===== config.mk =====
export PLATFORM = sky130hd
export DESIGN_NAME = friscv_scfifo
export DESIGN_NICKNAME = d
export VERILOG_FILES = /design/src/rtl/friscv_scfifo.sv
export SDC_FILE = /design/constraint.sdc
export NUM_CORES = 1
export LEC_CHECK = 0
export BUFFER_PORTS_ARGS = -buffer_cell sky130_fd_sc_hd__buf_4
export CORE_ASPECT_RATIO = 1.2
export CORE_MARGIN = 3
export CORE_UTILIZATION = 50
export DETAILED_ROUTE_END_ITERATION = 8
export PLACE_DENSITY = 0.66
export SYNTH_ARGS = -nofsm -noshare
export SYNTH_HDL_FRONTEND = slang
export SYNTH_SLANG_ARGS = --single-unit

===== constraint.sdc =====
create_clock -name aclk -period 10.65 [get_ports aclk]
set_input_delay 1.5975 -clock aclk [delete_from_list [all_inputs] [get_ports aclk]]
set_output_delay 1.5975 -clock aclk [all_outputs]
set_load 0.005 [all_outputs]

===== src/rtl/friscv_scfifo.sv =====
// Single-clock valid/ready FIFO with a 2**ADDR_WIDTH-entry storage array.
// Wrap-flag pointers distinguish full from empty without a separate counter.
module friscv_scfifo #(
  parameter int ADDR_WIDTH   = 4,
  parameter int DATA_WIDTH   = 32,
  parameter int AFULL_THRESH = 12
) (
  input  logic                  aclk,
  input  logic                  aresetn,
  input  logic                  srst,
  input  logic                  flush,
  input  logic                  in_valid,
  output logic                  in_ready,
  input  logic [DATA_WIDTH-1:0] in_data,
  output logic                  out_valid,
  input  logic                  out_ready,
  output logic [DATA_WIDTH-1:0] out_data,
  output logic [ADDR_WIDTH:0]   count,
  output logic                  afull
);

  localparam int                DEPTH     = 2 ** ADDR_WIDTH;
  localparam logic [ADDR_WIDTH:0] PTR_ONE   = {{ADDR_WIDTH{1'b0}}, 1'b1};
  localparam logic [ADDR_WIDTH:0] AFULL_LVL = AFULL_THRESH[ADDR_WIDTH:0];

  logic [ADDR_WIDTH:0]   wr_ptr_q, wr_ptr_d;
  logic [ADDR_WIDTH:0]   rd_ptr_q, rd_ptr_d;
  logic [DATA_WIDTH-1:0] mem [DEPTH];

  logic full;
  logic empty;
  logic clear;
  logic push;
  logic pop;
  logic wr_en;

  // Same low bits with opposite wrap flags means the writer is one lap ahead.
  assign full  = (wr_ptr_q[ADDR_WIDTH] != rd_ptr_q[ADDR_WIDTH]) &&
                 (wr_ptr_q[ADDR_WIDTH-1:0] == rd_ptr_q[ADDR_WIDTH-1:0]);
  assign empty = (wr_ptr_q == rd_ptr_q);

  assign in_ready  = ~full;
  assign out_valid = ~empty;

  assign clear = srst | flush;
  assign push  = in_valid & ~full;
  assign pop   = out_ready & ~empty;

  // A push coinciding with any reset or flush must not land in the array.
  assign wr_en = push & ~clear & aresetn;

  always_comb begin
    wr_ptr_d = wr_ptr_q;
    rd_ptr_d = rd_ptr_q;
    if (clear) begin
      wr_ptr_d = '0;
      rd_ptr_d = '0;
    end else begin
      if (push) wr_ptr_d = wr_ptr_q + PTR_ONE;
      if (pop)  rd_ptr_d = rd_ptr_q + PTR_ONE;
    end
  end

  always_ff @(posedge aclk or negedge aresetn) begin
    if (!aresetn) begin
      wr_ptr_q <= '0;
      rd_ptr_q <= '0;
    end else begin
      wr_ptr_q <= wr_ptr_d;
      rd_ptr_q <= rd_ptr_d;
    end
  end

  // Storage is never reset; only the pointers define what is valid.
  always_ff @(posedge aclk) begin
    if (wr_en) mem[wr_ptr_q[ADDR_WIDTH-1:0]] <= in_data;
  end

  assign out_data = mem[rd_ptr_q[ADDR_WIDTH-1:0]];
  assign count    = wr_ptr_q - rd_ptr_q;
  assign afull    = (count >= AFULL_LVL);

endmodule

==> results of run 1 <==
==> Yosys cell counts, types with 2 or more instances <==
cell type,count
sky130_fd_sc_hd__mux2i_1,2
sky130_fd_sc_hd__a21oi_1,4
sky130_fd_sc_hd__o22ai_1,64
sky130_fd_sc_hd__nor3_1,4
sky130_fd_sc_hd__mux4_2,128
sky130_fd_sc_hd__buf_6,6
sky130_fd_sc_hd__nand4_1,6
sky130_fd_sc_hd__o211ai_1,3
sky130_fd_sc_hd__xor2_1,4
sky130_fd_sc_hd__nor2b_1,2
sky130_fd_sc_hd__nand2b_1,3
sky130_fd_sc_hd__clkbuf_1,9
sky130_fd_sc_hd__inv_1,10
sky130_fd_sc_hd__buf_4,8
sky130_fd_sc_hd__ha_1,9
sky130_fd_sc_hd__buf_2,20
sky130_fd_sc_hd__nor2_1,54
sky130_fd_sc_hd__xnor2_1,5
sky130_fd_sc_hd__or3_1,2
sky130_fd_sc_hd__edfxtp_1,512
sky130_fd_sc_hd__buf_1,3
sky130_fd_sc_hd__o21ai_0,4
sky130_fd_sc_hd__nand2_1,8
sky130_fd_sc_hd__dfrtp_1,10
==> area by class of cell <==
type                       instances  area [um2]
clock buffer                      60        1350
clock inverter                    32         344
fill                            2799       16200
inverter                          10        37.5
multi-input combinational        313        4120
sequential                       522       15600
tap                              526         658
timing repair buffer              97         728
==> sequential cells by signal, indices dropped and copies added (netlist names) <==
register / flops
wr_ptr_q: 5
mem: 512
rd_ptr_q: 5
==> worst paths after layout <==
path / startpoint / end / slack (ns) / cells after the start
max reg2reg: rd_ptr_q[2] / mem[0][9] / 6.18 / 7
max: rd_ptr_q[2] / out_data[22] / 5.66 / 5
max in group asynchronous: aresetn / rd_ptr_q[2] / 9.60 / 1
min reg2reg: wr_ptr_q[4] / wr_ptr_q[4] / 0.63 / 2
min: wr_ptr_q[4] / wr_ptr_q[4] / 0.63 / 2
min in group asynchronous: aresetn / rd_ptr_q[0] / 0.87 / 1
==> through the flow <==
stage                     hold WS (ns)  instances  setup slack (ns)
after global placement           0.612       1468              6.14
after detailed placement         0.621       1468              6.06
after floorplan                  0.572        891              5.91
after CTS                        0.631       1560              5.57
final                            0.631       1560              5.66
after global routing             0.682       1560              5.42
==> power by group through the flow <==
stage | sequential [W] | combinational [W] | clock, W
after detailed placement | 0.00230 | 0.0000727 | 0
after global routing | 0.00226 | 0.0000795 | 0.00193
after CTS | 0.00226 | 0.0000728 | 0.00184
after floorplan | 0.00230 | 0.0000256 | 0
after global placement | 0.00230 | 0.0000704 | 0
final | 0.00226 | 0.0000718 | 0.00181
==> cells by family (layout without fill, tap and decap cells) <==
kind of cell | Yosys count | count (layout) | synth area share
mux | 130 | 130 | 0.146
fa+ha+maj | 10 | 10 | 0.00665
xor+xnor | 10 | 10 | 0.00477
flops | 522 | 522 | 0.784
compound gates | 79 | 79 | 0.0251
buf+inv | 56 | 199 | 0.0156
simple gates | 84 | 84 | 0.0185
==> routing by layer <==
metal | part of all wire | track usage | up-vias
met2 | 0.52 | 0.342 | 286
met3 | 0.056 | 0.0312 | 52
li1 | - | - | 3979
met1 | 0.41 | 0.268 | 4919
met5 | 0 | 0 | -
met4 | 0.016 | 0.0438 | 0
==> critical path, stage by stage, from the launching register on <==
cell	delay, ns
sky130_fd_sc_hd__dfrtp_4	1.14
sky130_fd_sc_hd__inv_1	0.25
sky130_fd_sc_hd__nand2_2	0.82
sky130_fd_sc_hd__o22ai_1	0.21
sky130_fd_sc_hd__nor2_1	0.23
sky130_fd_sc_hd__buf_4	0.15
==> placed cells by master, fill, tap and decap left out, types with 2 or more instances in the layout <==
| cell | netlist | final |
|---|---|---|
| sky130_fd_sc_hd__o211ai_1 | 3 | 3 |
| sky130_fd_sc_hd__clkbuf_1 | 9 | 7 |
| sky130_fd_sc_hd__nor3_2 | 0 | 4 |
| sky130_fd_sc_hd__dfrtp_1 | 10 | 7 |
| sky130_fd_sc_hd__nor2b_1 | 2 | 2 |
| sky130_fd_sc_hd__inv_1 | 10 | 10 |
| sky130_fd_sc_hd__buf_4 | 8 | 97 |
| sky130_fd_sc_hd__nand2_2 | 0 | 3 |
| sky130_fd_sc_hd__clkbuf_16 | 0 | 53 |
| sky130_fd_sc_hd__dfrtp_4 | 0 | 3 |
| sky130_fd_sc_hd__clkinvlp_4 | 0 | 4 |
| sky130_fd_sc_hd__clkinv_2 | 0 | 8 |
| sky130_fd_sc_hd__or3_1 | 2 | 2 |
| sky130_fd_sc_hd__nor2_4 | 0 | 12 |
| sky130_fd_sc_hd__o21ai_0 | 4 | 4 |
| sky130_fd_sc_hd__mux2i_1 | 2 | 2 |
| sky130_fd_sc_hd__ha_1 | 9 | 9 |
| sky130_fd_sc_hd__mux4_2 | 128 | 128 |
| sky130_fd_sc_hd__nand2b_1 | 3 | 2 |
| sky130_fd_sc_hd__nand4_1 | 6 | 6 |
| sky130_fd_sc_hd__nor2_1 | 54 | 42 |
| sky130_fd_sc_hd__edfxtp_1 | 512 | 512 |
| sky130_fd_sc_hd__bufinv_16 | 0 | 7 |
| sky130_fd_sc_hd__xor2_1 | 4 | 4 |
| sky130_fd_sc_hd__a21oi_1 | 4 | 4 |
| sky130_fd_sc_hd__nand2_1 | 8 | 5 |
| sky130_fd_sc_hd__clkinv_1 | 0 | 10 |
| sky130_fd_sc_hd__inv_6 | 0 | 3 |
| sky130_fd_sc_hd__o22ai_1 | 64 | 64 |
| sky130_fd_sc_hd__xnor2_1 | 5 | 5 |
==> results, run 1 <==
- The DRC violation count after routing is 0.
- The final-report max-slew violation count is 0.
- The relative area change from synthesis to final layout is 14.8%.
- The required time of the worst setup path is 9.05 ns.
- The via count is 9236.
- The sequential element share of the synthesized area is 0.784.
- The share of Yosys cell area claimed by the top area cell type is 0.771.
- Across the routed clock network, the largest skew measured is 0.00902 ns.
- In the post-synthesis netlist, the biggest area contributors are sky130_fd_sc_hd__edfxtp_1 77%, sky130_fd_sc_hd__mux4_2 14%, sky130_fd_sc_hd__o22ai_1 2.0%, sky130_fd_sc_hd__dfrtp_1 1.3%, sky130_fd_sc_hd__nor2_1 1.0%.
- The worst setup path is captured at an output port.
- The width of the die is 188 um.
- The clock slew seen by the registers of the worst setup and hold paths is 0.06 ns.
- After synthesis, the netlist uses 35 different library cells.
- The pre-antenna-repair detailed-routing pass consisted of 5 iterations.
- In this run the cell area measured after placement is 21200 um2.
- The final antenna diode count is 0.
- For the final routed database, the setup TNS stands at 0 ns.
- Across the run, the number of max-cap violations was 0.
- After detailed routing, the total wire length is 40500 um.
- The worst path arrival time is 3.39 ns.
- In the global route stage, overall resource usage came out at 0.197.
- The transition at the pin with the smallest max-transition slack is 1.10 ns.
- The static leakage power is 7.10 nW.
- The clock tree from TritonCTS is built.
- The sequential share of power is 0.545.
- Detailed placement finished with a half-perimeter wire length of 21500 um.
- The detail-routed net length per standard cell is 26.0 um.
- The number of failing setup endpoints in the final timing report is 0.
- For this design, the sink count on the clock tree is 522.
- The total clock buffers created by CTS is 50.
- The height of the die is 225 um.
- Buffers added to address setup during post-CTS repair amount to 0.
- The maximum level of the CTS H-tree is 2.
- The pin count of the biggest net entering global routing is 69.
- The number of buffers inserted for hold repair after clock tree synthesis is 0.
- The core region is 39000 um2.
- The number of antenna violations at the first check in global routing is 0.
- The analysis attributes to net switching a power of 0.000783 W.
- In the final layout, the share of cells above drive strength 1 is 0.317.
- The number of warnings issued by yosys is 0.
- The clock root buffer master is sky130_fd_sc_hd__clkbuf_16.
- The design draws 0.00415 W.
- The number of standard-cell rows in the floorplan is 79.
- The class of the tightest hold or removal check is reg2reg.
- The async set-reset flop share out of synthesis is 0.0192.
- The switching fraction of total power is 0.189.
- VDD sags by at most 0.126 mV.
- The critical path class is reg2out.
- The kind of start point of the critical path is a flop.
- Of all nets on the critical path, the largest fanout is 68.
- The total power divided by cell area is 181 nW/um2.
- The number of gates resized after CTS is 0.
- The via count of the first global-routing pass is 9713.
- The clock period minus worst slack is 4.99 ns.
- For this run the aggregate overflow at the end of global routing stands at 0.
- The global placer's final weighted congestion is 0.733.
- The final-report hold violation count was 0.
- The number of synthesized register bits is 522.
- The final standard cell utilization of the core is 0.586.
- The clock passes through at most 3 buffers.
- The via density per instance is 5.92.
- In this run, the number of DRC markers left after iteration 0 of detailed routing was 809.
- The overall die area is 42300 um2.
- During I/O placement, the number of pins put on the boundary was 78.
- The net count of the mapped netlist is 939.
- The count of nets left with antenna violations once routing finished came out at 0.
- The synthesized cell area is 19900 um2.
- In this run the tightest slew margin relative to its limit is 0.268.
- During placement, the flow inserted port buffers numbering 77.
- The cell area after layout is 22900 um2.
- In this run, synthesis inferred 512 flip-flops with an integrated enable.
- A synthesized cell averages 22.4 um2.
- The portion of total power attributed to the clock network is 0.437.
- The first global-routing pass estimated 61900 um of wire.
- In the synthesized netlist the dominant register cell turns out to be sky130_fd_sc_hd__edfxtp_1.
- The internal power consumption is 0.00336 W.
- The cell count after synthesis came out at 891.
- The biggest area contributor in the post-synthesis netlist is sky130_fd_sc_hd__edfxtp_1.
- The share of total power dissipated in combinational logic is 0.017.
- Setup repair after global routing left no endpoint under its margin.
- For this configuration, the core starts out at a cell density of 0.511.
- The later-pin clock latency in the skew report is 0.56 ns.
- Based on the critical path, the design can be clocked at up to 201 MHz.
- The number of nets in the layout is 1042.
- The run finished with clean final reports.
- The part of the cycle the worst path needs is 0.468.
No activity file was read; power rests on OpenSTA's default activity.
==> run 2, diff against run 1 <==
--- a/config.mk
+++ b/config.mk
@@ -10,7 +10,7 @@
 export CORE_MARGIN = 3
 export CORE_UTILIZATION = 50
 export DETAILED_ROUTE_END_ITERATION = 8
-export PLACE_DENSITY = 0.66
+export PLACE_DENSITY = 0.68
 export SYNTH_ARGS = -nofsm -noshare
 export SYNTH_HDL_FRONTEND = slang
 export SYNTH_SLANG_ARGS = --single-unit
==> constraint.sdc (replaced) <==
create_clock -name aclk -period 4.2 [get_ports aclk]
set_input_delay 0.63 -clock aclk [delete_from_list [all_inputs] [get_ports aclk]]
set_output_delay 0.63 -clock aclk [all_outputs]
set_load 0.005 [all_outputs]
==> run 2 against run 1 <==
Sequential share of layout area hardly changed. Clock-buffer cell count is 7 higher. Setup slack worse by 5.1 ns. Combinational power grew to 2.7 times the previous value. Sequential power grew to 2.5 times the previous value. Final cell count is 0.77% higher. Critical path depth stayed put. Highest routed layer unchanged.
==> results, run 2 (synthesized netlist as in run 1, its figures left out) <==
- The first-pass GRT wire length is 59300 um (-4.1%).
- The placed wire-length estimate after detailed placement is 21500 um (about the same).
- The largest stage delay on the critical path is 0.67 ns (-0.47 ns).
- The final antenna diode count is 0 (unchanged).
- The height of the die came to 225 um (unchanged).
- The area of placed instances came to 21300 um2 (+0.60%).
- The number of standard-cell rows in the floorplan is 79 (unchanged).
- The maximum level of the CTS H-tree is 2 (unchanged).
- Derived from the worst setup path, the maximum achievable clock frequency is 274 MHz.
- The worst setup path is of the reg2out kind.
- The part of the cycle the worst path needs is 0.869.
- The buffers inserted during post-CTS setup optimization is 0 (unchanged).
- The effective utilization at floorplan is 0.511 (unchanged).
- The global placer's final weighted congestion is 0.802 (+9.3%).
- Setup repair after global routing left no endpoint under its margin.
- The relative slew slack is 0.347 (+0.0789).
- The count of nets left with antenna violations after detail routing is 0 (unchanged).
- The total clock buffers created by CTS is 50 (unchanged).
- The sink count of the clock tree is 522 (unchanged).
- The cell seen most often among critical-path stages is sky130_fd_sc_hd__buf_4.
- The static leakage power was 7.10 nW (about the same).
- The number of search-and-repair iterations in the first detailed-routing pass was 5 (unchanged).
- The final-report max-slew violation count is 0 (unchanged).
- The via count was 9176 (-0.65%).
- The number of maximum-capacitance violations is 0 (unchanged).
- The number of antenna violations at the first check in global routing is 0 (unchanged).
- The pin count of the biggest net entering global routing is 133 (+93%).
- The global-route congestion overflow total is 0 (unchanged).
- The DRC violation count after routing was 0 (unchanged).
- The clock tree from TritonCTS is built.
- The detail-routed net length per standard cell is 24.6 um (-5.2%).
- The top fanout value on the critical path came to 32 (-53%).
- Clock tree synthesis selected as its root buffer the cell sky130_fd_sc_hd__clkbuf_16.
- The number of nets in the layout was 1055 (+1.2%).
- The slowest stage of the critical path is the sky130_fd_sc_hd__dfrtp_4 cell.
- The met1 routing resource usage after global routing was 0.250 (-0.0177).
- The final-report hold violation count was 0 (unchanged).
- The first-iteration detailed-routing DRC count is 720 (-11%).
- The via count of the first global-routing pass is 9746 (+0.34%).
- The post-layout worst setup margin is 0.551 ns (-5.11 ns).
- The kind of start point of the critical path is a flop.
- The buffer levels on the longest clock path is 3 (unchanged).
- The number of gates resized after CTS is 0 (unchanged).
- The via density per instance is 5.84 (-1.4%).
- The number of instances in the placed design is 1480 (+0.82%).
- The transition at the pin with the smallest max-transition slack is 0.980 ns (-0.118 ns).
- The worst path arrival time is 3.02 ns (-0.37 ns).
- The overall die area is 42300 um2 (unchanged).
- The library cell used most frequently in the layout, excluding fill and tap cells, is sky130_fd_sc_hd__edfxtp_1.
- The I/O pin total is 78 (unchanged).
- The later-pin clock latency in the skew report is 0.56 ns (about the same).
- The width of the die is 188 um (unchanged).
- The total global routing track utilization is 0.185 (-0.0114).
- The routed wire length was 38700 um (-4.5%).
- The total power divided by cell area is 445 nW/um2 (+150%).
- The fraction of layout instances using a drive strength above 1 was 0.319 (+0.00210).
- The non-filler instance count after layout is 1572 (+0.77%).
- The clock period minus worst slack is 3.65 ns.
- The worst setup skew after layout is 0.0172 ns (+0.00818 ns).
- The required time of the worst setup path is 3.57 ns (-5.48 ns).
- The relative area change from synthesis to final layout was 14.7% (about the same).
- The setup total negative slack is 0 ns (unchanged).
- The class of the tightest hold or removal check is in2reg.
- The clock slew seen by the registers of the worst setup and hold paths is 0.06 ns (about the same).
- The flow ran to the end, and the final reports show no timing, DRC or antenna violations.
- The number of input and output port buffers inserted is 77 (unchanged).
- The largest vdd supply drop came to 0.322 mV (+160%).
- The cell area after layout is 22900 um2 (about the same).
- The worst setup path is captured at an output port.
- The placement-stage worst setup slack was 1.04 ns (-5.03 ns).
- The number of flip-flops in the largest register is 512 (unchanged).
- The global routing stage identified its most utilized layer as met2.
- The worst hold slack after final layout was 0.363 ns (-0.268 ns).
- The global routing met2 resource utilization is 0.318 (-0.0242).
- The number of failing setup endpoints in the final timing report came to 0 (unchanged).
- The number of buffers inserted for hold repair after clock tree synthesis is 1 (+1).
- The met3 routing resource usage after global routing is 0.0313 (+0.000156).
- The core footprint is 39000 um2 (unchanged).
- The signal on the critical path passes through buf_4 > mux4_2 > o22ai_1 > nor2_1 > buf_4.
- In the layout the commonest cells are 512 x sky130_fd_sc_hd__edfxtp_1, 128 x sky130_fd_sc_hd__mux4_2, 107 x sky130_fd_sc_hd__buf_4.
==> run 2: cell count changes in the layout (fill, tap and decap cells not counted), sizes merged <==
cell / change
clkinvlp: -2
bufinv: -4
buf: +12
inv: -2
clkbuf: +7
dlygate4sd3: +1
==> run 2: path summary, 6_finish.rpt <==
| kind | start | endpoint | slack, ns | cells after the start |
|---|---|---|---|---|
| min in group asynchronous | aresetn | rd_ptr_q[4] | 0.46 | 2 |
| max in group asynchronous | aresetn | rd_ptr_q[1] | 3.54 | 2 |
| min reg2reg | wr_ptr_q[4] | wr_ptr_q[4] | 0.63 | 2 |
| min | in_data[7] | mem[15][7] | 0.36 | 1 |
| max | rd_ptr_q[0] | out_data[27] | 0.55 | 5 |
| max reg2reg | wr_ptr_q[3] | mem[7][18] | 1.04 | 6 |
==> run 2: area by class of cell <==
class | instances | area (um2)
fillers | 2823 | 16200
repair buffers | 110 | 853
multi-input cells | 313 | 4130
clock inverters | 24 | 198
inverters | 10 | 37.5
clock buffers | 67 | 1360
flip-flops and latches | 522 | 15600
well taps | 526 | 658
==> run 2: critical path, delay by kind of cell, from the launching register on <==
kind                   cells  cell delay (ns)
DFF                        1             0.67
buffers and inverters      2             0.76
AOI/OAI and AO/OA          1             0.34
muxes                      1             0.59
and+or+nand+nor            1             0.09
==> run 2: metrics by stage <==
step	utilization	power, W
finish	0.586	0.0102
detailed placement	0.546	0.00603
CTS	0.586	0.0103
floorplan	-	0.00590
global placement	0.546	0.00603
global route	0.586	0.0105
==> run 2: report_power, final <==
| part | internal [W] | total, W | switching, W |
|---|---|---|---|
| Clock | 0.00245 | 0.00425 | 0.00180 |
| Combinational | 0.0000746 | 0.000191 | 0.000116 |
| Sequential | 0.00572 | 0.00573 | 0.00000528 |
| Total | 0.00825 | 0.0102 | 0.00192 |
==> run 2: routing by layer <==
layer / wire length (um) / part of all wire
met3: 1930 / 0.050
met5: 0 / 0
met4: 823 / 0.021
met2: 20200 / 0.52
met1: 15800 / 0.41
==> run 3, diff against run 2 <==
--- a/config.mk
+++ b/config.mk
@@ -10,7 +10,7 @@
 export CORE_MARGIN = 3
 export CORE_UTILIZATION = 50
 export DETAILED_ROUTE_END_ITERATION = 8
-export PLACE_DENSITY = 0.68
+export PLACE_DENSITY = 0.78
 export SYNTH_ARGS = -nofsm -noshare
 export SYNTH_HDL_FRONTEND = slang
 export SYNTH_SLANG_ARGS = --single-unit
==> run 3 against run 2 <==
Via count grew 1.3%. Fmax grew 4.4%. Largest cell class unchanged. Critical path type unchanged. Critical endpoint is now out_data[10]. Flip-flop and latch count is the same.
==> results, run 3 (synthesized netlist as in run 1, its figures left out) <==
- The fmax is 286 MHz (+4.4%).
- The final-report hold violation count was 0 (unchanged).
- The combinational cell fraction of total power is 0.019 (about the same).
- The total power divided by cell area is 450 nW/um2 (+1.2%).
- The placed wire-length estimate after detailed placement is 21200 um (-1.6%).
- The critical path in this run is classified as reg2out.
- The global-route congestion overflow total is 0 (unchanged).
- The sink count of the clock tree is 522 (unchanged).
- The largest vdd supply drop is 0.352 mV (+9.6%).
- The routed wire length is 39800 um (+2.9%).
- The number of fill cells in the layout is 2742 (-2.9%).
- The static leakage power is 7.11 nW (+0.18%).
- The via density per instance is 5.93 (+1.5%).
- TritonCTS built the clock tree.
- The core footprint is 39000 um2 (unchanged).
- The total clock buffers created by CTS is 50 (unchanged).
- The relative slew slack is 0.300 (-0.0465).
- The number of gates resized after CTS was 0 (unchanged).
- The portion of total power attributed to the clock network was 0.426 (+0.008).
- The height of the die is 225 um (unchanged).
- The pin count of the biggest net entering global routing is 133 (unchanged).
- The I/O pin total was 78 (unchanged).
- The DRC violation count after routing is 0 (unchanged).
- STA classifies the critical path endpoint as an output port.
- The transition at the pin with the smallest max-transition slack came to 1.05 ns (+0.0697 ns).
- The sequential share of power was 0.555 (-0.009).
- The overall die area is 42300 um2 (unchanged).
- The post-layout total power is 0.0103 W (+1.4%).
- The later-pin clock latency in the skew report is 0.57 ns (about the same).
- The multi-input combinational cell area came to 4130 um2 (unchanged).
- The detail-routed net length per standard cell is 25.4 um (+3.1%).
- The global placer's final weighted congestion is 0.770 (-4.0%).
- The number of flip-flops in the largest register is 512 (unchanged).
- The width of the die is 188 um (unchanged).
- In the layout the commonest cells are 512 x sky130_fd_sc_hd__edfxtp_1, 128 x sky130_fd_sc_hd__mux4_2, 104 x sky130_fd_sc_hd__buf_4.
- The clock slew seen by the registers of the worst setup and hold paths is 0.07 ns (about the same).
- The required time of the worst setup path is 3.57 ns (about the same).
- The first-pass GRT wire length came to 61400 um (+3.5%).
- The via count is 9297 (+1.3%).
- The number of failing setup endpoints in the final timing report was 0 (unchanged).
- The number of input and output port buffers inserted is 77 (unchanged).
- The switching fraction of total power is 0.191 (+0.00222).
- The internal power consumption came to 0.00834 W (+1.2%).
- The number of maximum-capacitance violations is 0 (unchanged).
- The number of nets in the layout was 1053 (-0.19%).
- The run finished with clean final reports.
- The worst setup skew after layout was 0.0244 ns (+0.00718 ns).
- The number of search-and-repair iterations in the first detailed-routing pass is 5 (unchanged).
- The final-report max-slew violation count is 0 (unchanged).
- The final antenna diode count is 0 (unchanged).
- In this run the worst hold path is classified as in2reg.
- The root buffer cell chosen for the clock tree is sky130_fd_sc_hd__clkbuf_16.
- Setup repair after global routing left no endpoint under its margin.
- The fraction of layout instances using a drive strength above 1 was 0.320 (+0.000918).
- The via count of the first global-routing pass came to 9939 (+2.0%).
- The total global routing track utilization is 0.193 (+0.00761).
- The clock period minus worst slack came to 3.49 ns (-0.155 ns).
- The switching power summed over all nets is 0.00197 W (+2.6%).
- The final standard cell utilization of the core is 0.587 (+0.00147).
- The number of antenna violations at the first check in global routing came to 0 (unchanged).
- The first-iteration detailed-routing DRC count came to 877 (+22%).
- The count of nets left with antenna violations after detail routing is 0 (unchanged).
- The area of placed instances is 21300 um2 (about the same).
- The worst path arrival time is 2.86 ns (-0.16 ns).
- The buffer levels on the longest clock path is 3 (unchanged).
- The number of standard-cell rows in the floorplan is 79 (unchanged).
- The top fanout value on the critical path was 69 (+120%).
- The part of the cycle the worst path needs is 0.832 (-0.0368).
- The relative area change from synthesis to final layout is 15.0%.
- The maximum level of the CTS H-tree is 2 (unchanged).
- The effective utilization at floorplan is 0.511 (unchanged).
- The number of buffers inserted for hold repair after clock tree synthesis is 1 (unchanged).
- The buffers inserted during post-CTS setup optimization came to 0 (unchanged).
- The most common cell after layout, fill and taps aside is sky130_fd_sc_hd__edfxtp_1.
- The sequential cell area is 15600 um2 (unchanged).
- The cell area after layout came to 22900 um2 (+0.25%).
- The kind of start point of the critical path is a flop.
run 3: cell types whose count changed in the layout (fill, tap and decap cells not counted), moves of 2 or more:
cell	previous run	this run
sky130_fd_sc_hd__buf_4	107	104
sky130_fd_sc_hd__bufinv_16	3	5
sky130_fd_sc_hd__clkbuf_1	14	12
sky130_fd_sc_hd__clkbuf_8	2	0
sky130_fd_sc_hd__clkinv_2	9	7
sky130_fd_sc_hd__clkinv_8	0	2
run 3: per-layer routing:
metal | up-vias | global-route usage | wire length (um)
li1 | 3983 | - | -
met4 | 0 | 0.0654 | 1140
met3 | 68 | 0.0343 | 2530
met1 | 4899 | 0.254 | 15300
met2 | 347 | 0.331 | 20800
met5 | - | 0 | 0
run 3: path summary, 6_finish.rpt:
check | endpoint | start | slack [ns] | cells past startpoint
worst max-delay path | out_data[10] | rd_ptr_q[0] | 0.71 | 5
worst min-delay path | mem[12][22] | in_data[22] | 0.36 | 1
worst max register to register | mem[13][21] | wr_ptr_q[3] | 1.06 | 6
worst min register to register | wr_ptr_q[0] | wr_ptr_q[0] | 0.63 | 2
max in group asynchronous | rd_ptr_q[2] | aresetn | 3.56 | 2
min in group asynchronous | rd_ptr_q[1] | aresetn | 0.44 | 2
run 3: final cells by class:
type / instances / share of cell area
repair buffers: 108 / 0.0371
multi-input cells: 313 / 0.180
flip-flops and latches: 522 / 0.682
clock inverters: 27 / 0.0128
inverters: 10 / 0.00164
well taps: 526 / 0.0287
clock buffers: 63 / 0.0576
run 3: metrics by stage:
stage | TNS (ns) | cells | setup WS (ns) | hold WS [ns]
2_1_floorplan | -33.50 | 891 | -0.523 | 0.334
3_3_place_gp | 0 | 1478 | 1.16 | 0.484
3_5_place_dp | 0 | 1478 | 1.02 | 0.483
4_1_cts | 0 | 1569 | 0.577 | 0.321
5_1_grt | 0 | 1569 | 0.438 | 0.345
6_report | 0 | 1569 | 0.706 | 0.358
run 3: power by group through the flow:
stage / sequential [W] / combinational, W / clock [W]
3_5_place_dp: 0.00584 / 0.000195 / 0
4_1_cts: 0.00573 / 0.000197 / 0.00447
5_1_grt: 0.00572 / 0.000215 / 0.00467
3_3_place_gp: 0.00584 / 0.000187 / 0
6_report: 0.00573 / 0.000195 / 0.00439
2_1_floorplan: 0.00584 / 0.0000649 / 0
run 3: worst max-delay path: stages, from the launching register on:
cell	delay, ns
sky130_fd_sc_hd__dfrtp_4	0.43
sky130_fd_sc_hd__buf_12	0.45
sky130_fd_sc_hd__nand2b_2	0.87
sky130_fd_sc_hd__o22ai_1	0.18
sky130_fd_sc_hd__nor2_1	0.20
sky130_fd_sc_hd__buf_4	0.13
